$ cat config.mk
export PLATFORM = sky130hd
export DESIGN_NAME = gate_bist_ctrl
export DESIGN_NICKNAME = d
export VERILOG_FILES = /design/src/rtl/gate_bist_ctrl.sv
export SDC_FILE = /design/constraint.sdc
export NUM_CORES = 1
export LEC_CHECK = 0
export CELL_PAD_IN_SITES_DETAIL_PLACEMENT = 1
export CELL_PAD_IN_SITES_GLOBAL_PLACEMENT = 2
export CORE_UTILIZATION = 33
export DETAILED_ROUTE_END_ITERATION = 16
export PLACE_DENSITY_LB_ADDON = 0.3
export RECOVER_POWER = 100
export SLEW_MARGIN = 20
export SYNTH_ARGS = -nofsm -noshare
export SYNTH_HDL_FRONTEND = slang
export SYNTH_SLANG_ARGS = --single-unit
$ cat constraint.sdc
create_clock -name clk -period 2 [get_ports clk]
set_input_delay 0.3 -clock clk [delete_from_list [all_inputs] [get_ports clk]]
set_output_delay 0.3 -clock clk [all_outputs]
set_load 0.01 [all_outputs]
$ cat src/rtl/gate_bist_ctrl.sv
// Self-test sequencer for a 2-input, 1-bit gate: walks vectors 00..11,
// samples the gate after a settle window and reports the results.
//
// Ports:
//   clk         system clock, rising edge
//   rst         synchronous active-high reset
//   start       begin a run (sampled only in IDLE)
//   abort       cancel a run in progress (DRIVE/CHECK)
//   gate_y      output of the gate under test
//   gate_a/b    drives to the gate inputs, vector idx = {a,b}
//   busy        high while a run is in progress
//   done        one-cycle completion pulse
//   pass        last completed run had no mismatches
//   fail_mask   bit i set if vector i mismatched EXP_TT[i]
//   observed_tt bit i = sampled gate_y for vector i
module gate_bist_ctrl #(
   parameter logic [3:0]  EXP_TT = 4'b0001,
   parameter int unsigned SETTLE = 2
) (
   input  logic       clk,
   input  logic       rst,
   input  logic       start,
   input  logic       abort,
   input  logic       gate_y,
   output logic       gate_a,
   output logic       gate_b,
   output logic       busy,
   output logic       done,
   output logic       pass,
   output logic [3:0] fail_mask,
   output logic [3:0] observed_tt
);

   typedef enum logic [1:0] {
      IDLE,
      DRIVE,
      CHECK,
      DONE
   } state_t;

   localparam logic [7:0] CNT_LAST = 8'(SETTLE - 1);

   state_t     state;
   logic [1:0] idx;
   logic [7:0] cnt;
   logic [3:0] chk_mask;
   logic [3:0] chk_tt;

   // Results including the vector being sampled this cycle, so the
   // final pass flag sees the last vector's outcome.
   always_comb begin
      chk_mask      = fail_mask;
      chk_tt        = observed_tt;
      chk_mask[idx] = gate_y ^ EXP_TT[idx];
      chk_tt[idx]   = gate_y;
   end

   always_ff @(posedge clk) begin
      if (rst) begin
         state       <= IDLE;
         idx         <= 2'd0;
         cnt         <= 8'd0;
         gate_a      <= 1'b0;
         gate_b      <= 1'b0;
         busy        <= 1'b0;
         done        <= 1'b0;
         pass        <= 1'b0;
         fail_mask   <= 4'd0;
         observed_tt <= 4'd0;
      end else begin
         done <= 1'b0;
         unique case (state)
            IDLE: begin
               if (start) begin
                  state       <= DRIVE;
                  idx         <= 2'd0;
                  cnt         <= 8'd0;
                  gate_a      <= 1'b0;
                  gate_b      <= 1'b0;
                  busy        <= 1'b1;
                  pass        <= 1'b0;
                  fail_mask   <= 4'd0;
                  observed_tt <= 4'd0;
               end
            end
            DRIVE, CHECK: begin
               if (abort) begin
                  // Abort wins over any CHECK update this cycle.
                  state       <= IDLE;
                  busy        <= 1'b0;
                  gate_a      <= 1'b0;
                  gate_b      <= 1'b0;
                  pass        <= 1'b0;
                  fail_mask   <= 4'd0;
                  observed_tt <= 4'd0;
               end else if (state == DRIVE) begin
                  if (cnt == CNT_LAST) begin
                     state <= CHECK;
                  end else begin
                     cnt <= cnt + 8'd1;
                  end
               end else begin
                  fail_mask   <= chk_mask;
                  observed_tt <= chk_tt;
                  if (idx == 2'd3) begin
                     state  <= DONE;
                     busy   <= 1'b0;
                     done   <= 1'b1;
                     pass   <= (chk_mask == 4'd0);
                     gate_a <= 1'b0;
                     gate_b <= 1'b0;
                  end else begin
                     state            <= DRIVE;
                     idx              <= idx + 2'd1;
                     {gate_a, gate_b} <= idx + 2'd1;
                     cnt              <= 8'd0;
                  end
               end
            end
            DONE: begin
               state <= IDLE;
            end
            default: begin
               state <= IDLE;
            end
         endcase
      end
   end

endmodule

# After elaboration in Yosys (flattened, before gate mapping)
# Cells that the tools add are included.
# classes
bitwise	2
reduce_logical	11
mux	49
order_cmp	2
n_eq_ne	14
n_addsub	2
# op_table
op	n
two-way mux 8 bit	5
two-way mux 4 bit	5
two-way mux 2 bit	9
two-way mux 1 bit	17
one-hot mux 4 bit (2 select lines)	2
one-hot mux 8 bit (2 select lines)	1
!= test 3 bit (second input constant)	4
AND reduction 5 bit	2
adder 8 x 1 -> 8 bit (second input constant)	1
bitwise mux 4 bit	2
equality test 8 x 1 -> 1 bit (second input constant)	1
!= test 2 bit (second input constant)	4
one-hot mux 1 bit (2 select lines)	4
equality test 2 bit (second input constant)	3
one-hot mux 2 bit (3 select lines)	1
zero test 4 bit	1
!= test 4 bit (second input constant)	1
one-hot mux 2 bit (2 select lines)	1
AND reduction 4 bit	1
OR reduction 4 bit	1
less-than comparator 2 x 3 -> 1 bit (second input constant)	1
AND reduction 3 bit	1
adder 2 x 1 -> 2 bit (second input constant)	1
binary-select mux 1 bit (select 2 bit)	1
10 further kinds	10
# totals
output_inout_bits	13
elab_cells	90
input_bits	5
reg_bits	25

# Logic depth before layout (Yosys ltp)
# depth
ltp_word	10
mapped_depth	7
mapped_depth_nobuf	6

# Worst setup path before layout
# OpenSTA, ideal clock, no wires.
# synth_path
path_kind	reg-to-reg
from	register state[0]
to	register cnt[5]
synth_period_minus_slack_ns	1.775
setup_ns	0.074
stages_incl_launch_ff	7
n_path_buf	0
slack_ns	0.225
t_arrival_ns	1.701
path_cell_list	dfxtp_1 -> inv_1 -> ha_1 -> or3b_4 -> a2111oi_4 -> a41oi_1 -> a31oi_1
# synth_via
elab_chain_cells	4
# synth_lines
item	line	rtl
start, declared	43	state_t state;
start signal, assigned	60	state <= IDLE;
start signal, assigned	75	state <= DRIVE;
start signal, assigned	89	state <= IDLE;
equality test 2 x 1 -> 1 bit or equality test 2 bit (tied branches)	72, 96	
OR reduction 2 bit or two-way mux 8 bit (tied branches)	72, 96	
!= test 3 bit (no line), or another cell as far along	-	
AND reduction 5 bit (no line) or one-hot mux 8 bit (2 select lines) (tied branches)	-	
end signal, assigned	100	cnt <= cnt + 8'd1;
end, declared	45	logic [7:0] cnt;
# Several ways; a longest one is shown, not always the timed one. The select of a mux whose other input is x is not followed.
# A chain may end at the register's enable or synchronous reset.

# Final worst setup path
# layout_path
from	register state[0]
to	register cnt[4]
# The elaborated chain is that of the path after synthesis.

==> impl_metrics.tcl <==
set metrics [dict create \
    slew_headroom_pct 69.4 \
    grt_max_degree 21 \
    chipHeight_um 67.8 \
    holdPathStages 2 \
    hold_ws_ns 0.457 \
    grt_pass1_vias 1379 \
    hold_path_class "flop to flop" \
    overflow 0 \
    vias 1341 \
    track_usage_pct 19.2 \
    vdd.ir_drop.worst_mv 0.364 \
    netlist_area_mm2 0.00143 \
    required_ns 2.20 \
    r2r_cells 7 \
    synth_top_flop_cell "dfxtp_1" \
    cts_root_buf "clkbuf_8" \
    ys_ff_latch 25 \
    die_w_um 67.8 \
    worstMarginPinSlew_ns 0.458 \
    finalCritPeriodShare_pct 95.9 \
    insertion_delay_ns 0.27 \
    clkSinkCount 25 \
    status "finished clean" \
    fill_cells 493 \
    p_switching_mw 0.316 \
    cts.clk_slew.worst_paths_ns 0.09 \
    final_area_mm2 0.00177 \
    core-area_mm2 0.00409 \
    p_sw_share_pct 29.5 \
    postPlaceCellArea_mm2 0.00170 \
    drt_wl_total_mm 3.89 \
    ctsHoldBuffers 0 \
    drive_above_1_share_pct 11.9 \
    critPathLaunchType "flop" \
    clock_skew_ns 0.00345 \
    leakage_nw 0.692 \
    firstDrtPassIters 4 \
    rows 23 \
    rsz0062_at_grt "false" \
    port_buffers 17 \
    syn_to_final_growth_pct 24.1 \
    setup_viol 0 \
    hpwl_mm 2.87 \
    power.density_mw_per_mm2 605 \
    drc 0 \
    p_clk_share_pct 28.3 \
    synth_edf_count 0 \
    antenna_found_initial 0 \
    ys_async_sr_fraction_pct 0 \
    nets 210 \
    synth_area_leaders "dfxtp_1 (35%), ha_1 (8.8%), a21oi_1 (5.3%)" \
    synth_cell_types 40 \
    synth_nets 184 \
    initial_core_util_pct 35.0 \
    total_power_mw 1.07 \
    path_max_fanout 6 \
    synth.top_cell.area_share_pct 35.0 \
    drt_iter0_drc 48 \
    hold_violations 0 \
    end_kind "flop" \
    cap_viol_max_count 0 \
    syn_avg_cell_area_um2 8.45 \
    syn_inst 169 \
    cts_tree "done" \
    power_frac_comb_pct 23.1 \
    cts_made_buffers 3 \
    fin_crit_ns 1.92 \
    die-area_mm2 0.00460 \
    via_per_inst 5.50 \
    ys_warn_count 0 \
    htreeDepth 1 \
    fmax_mhz 522 \
    critical_path_class "flop to flop" \
    grt_pass1_wl_mm 6.63 \
    seqPwrFrac_pct 48.6 \
    antenna_left 0 \
    wl_per_cell_um 15.9 \
    yosysSeqAreaShare_pct 35.0 \
    yosys.area.top_type "dfxtp_1" \
    num_io_pins 18 \
    cp.arrival_ns 2.12 \
    gp_congestion 0.776 \
    n_antenna_cell 0 \
    internal_power_mw 0.757 \
    clockBufferDepth 2 \
    drv_slew 0 \
]
[path summary, 6_finish.rpt]
kind              startpoint      to  slack, ns
setup / recovery    state[0]  cnt[4]       0.08
hold reg to reg         busy    busy       0.46
setup reg to reg    state[0]  cnt[4]       0.08
hold / removal          busy    busy       0.46
[worst max-delay path: stages (launching register included)]
cell,delay (ns)
dfxtp_4,0.36
inv_1,0.06
ha_4,0.29
or3b_4,0.40
a2111oi_4,0.27
buf_4,0.20
a41oi_1,0.12
a31oi_1,0.15
[sequential cells by signal (all words and copies together), names as in the netlist]
name	count
gate_b	1
done	1
observed_tt	4
state	2
idx	2
busy	1
gate_a	1
pass	1
fail_mask	4
cnt	8
[cell families (layout without fill, tap and decap cells)]
group                    after synthesis  count (layout)  synth area share, %
AO/OA/AOI/OAI                         49              49                 23.7
adder cells (fa/ha/maj)               10              10                 8.76
buffers and inverters                 18              43                 5.08
flip-flops                            25              25                 35.0
multiplexers                           6               6                 4.38
AND/OR/NAND/NOR                       61              61                 23.0
[power by group through the flow]
stage / Sequential [mW] / Combinational, mW / Clock (mW)
after global routing: 0.524 / 0.272 / 0.339
after floorplan: 0.535 / 0.154 / 0
after global placement: 0.533 / 0.234 / 0
final: 0.522 / 0.247 / 0.304
after detailed placement: 0.535 / 0.240 / 0
after CTS: 0.524 / 0.250 / 0.320
[synthesized netlist by cell type (all sizes together) (2+ instances only)]
library cell and count:
a21oi 15, a22oi 2, a31oi 6, a41oi 2
and2 2, and3 2, buf 4, clkbuf 3
dfxtp 25, ha 10, inv 11, mux2 2
mux2i 4, nand2 12, nand2b 4, nand3 10
nand3b 2, nand4 4, nor2 13, nor2b 5
o211ai 2, o21ai 9, or3 3
[repair_timing]
action / in CTS / in global routing
setup endpoints to repair: 3 / 4
pin swaps: 1 / 0
gates cloned: 0 / 0
resized for setup: 2 / 4
buffers inserted: 1 / 1
[per-layer routing]
metal | GRT usage [%] | wire, um | share of wire, %
met1 | 23.5 | 1820 | 47
met2 | 34.8 | 1980 | 51
met3 | 3.72 | 73 | 1.9
met4 | 3.13 | 17 | 0.44
met5 | 0 | 0 | 0
[per-stage QoR]
stage / TNS (ns) / util (%) / instances / setup WS (ns)
2_1_floorplan: 0 / - / 169 / 0.225
3_3_place_gp: 0 / 41.5 / 238 / 0.0863
3_5_place_dp: -0.0482 / 41.5 / 238 / -0.0324
4_1_cts: 0 / 43.2 / 243 / 0.0565
5_1_grt: 0 / 43.4 / 244 / 0.00695
6_report: 0 / 43.4 / 244 / 0.0827
[layout by cell type, fill, tap and decap left out, types with 5 or more instances in the layout]
cell | netlist | layout
nor2_1 | 13 | 13
nand2_1 | 12 | 12
nand3_1 | 10 | 10
o21ai_0 | 9 | 9
a21oi_1 | 15 | 15
nor2b_1 | 5 | 5
dfxtp_1 | 25 | 23
inv_1 | 11 | 10
buf_4 | 0 | 8
ha_1 | 10 | 9
a31oi_1 | 6 | 6
dlygate4sd3_1 | 0 | 13
[layout make-up]
cell class | count | area (um^2) | share of cell area (%)
Tap cell | 50 | 62.6 | 3.53
Sequential cell | 25 | 505 | 28.5
Clock buffer | 4 | 45.0 | 2.54
Inverter | 11 | 41.3 | 2.33
Timing Repair Buffer | 28 | 243 | 13.7
Multi-Input combinational cell | 126 | 876 | 49.4
No activity file was read; power rests on OpenSTA's default activity.
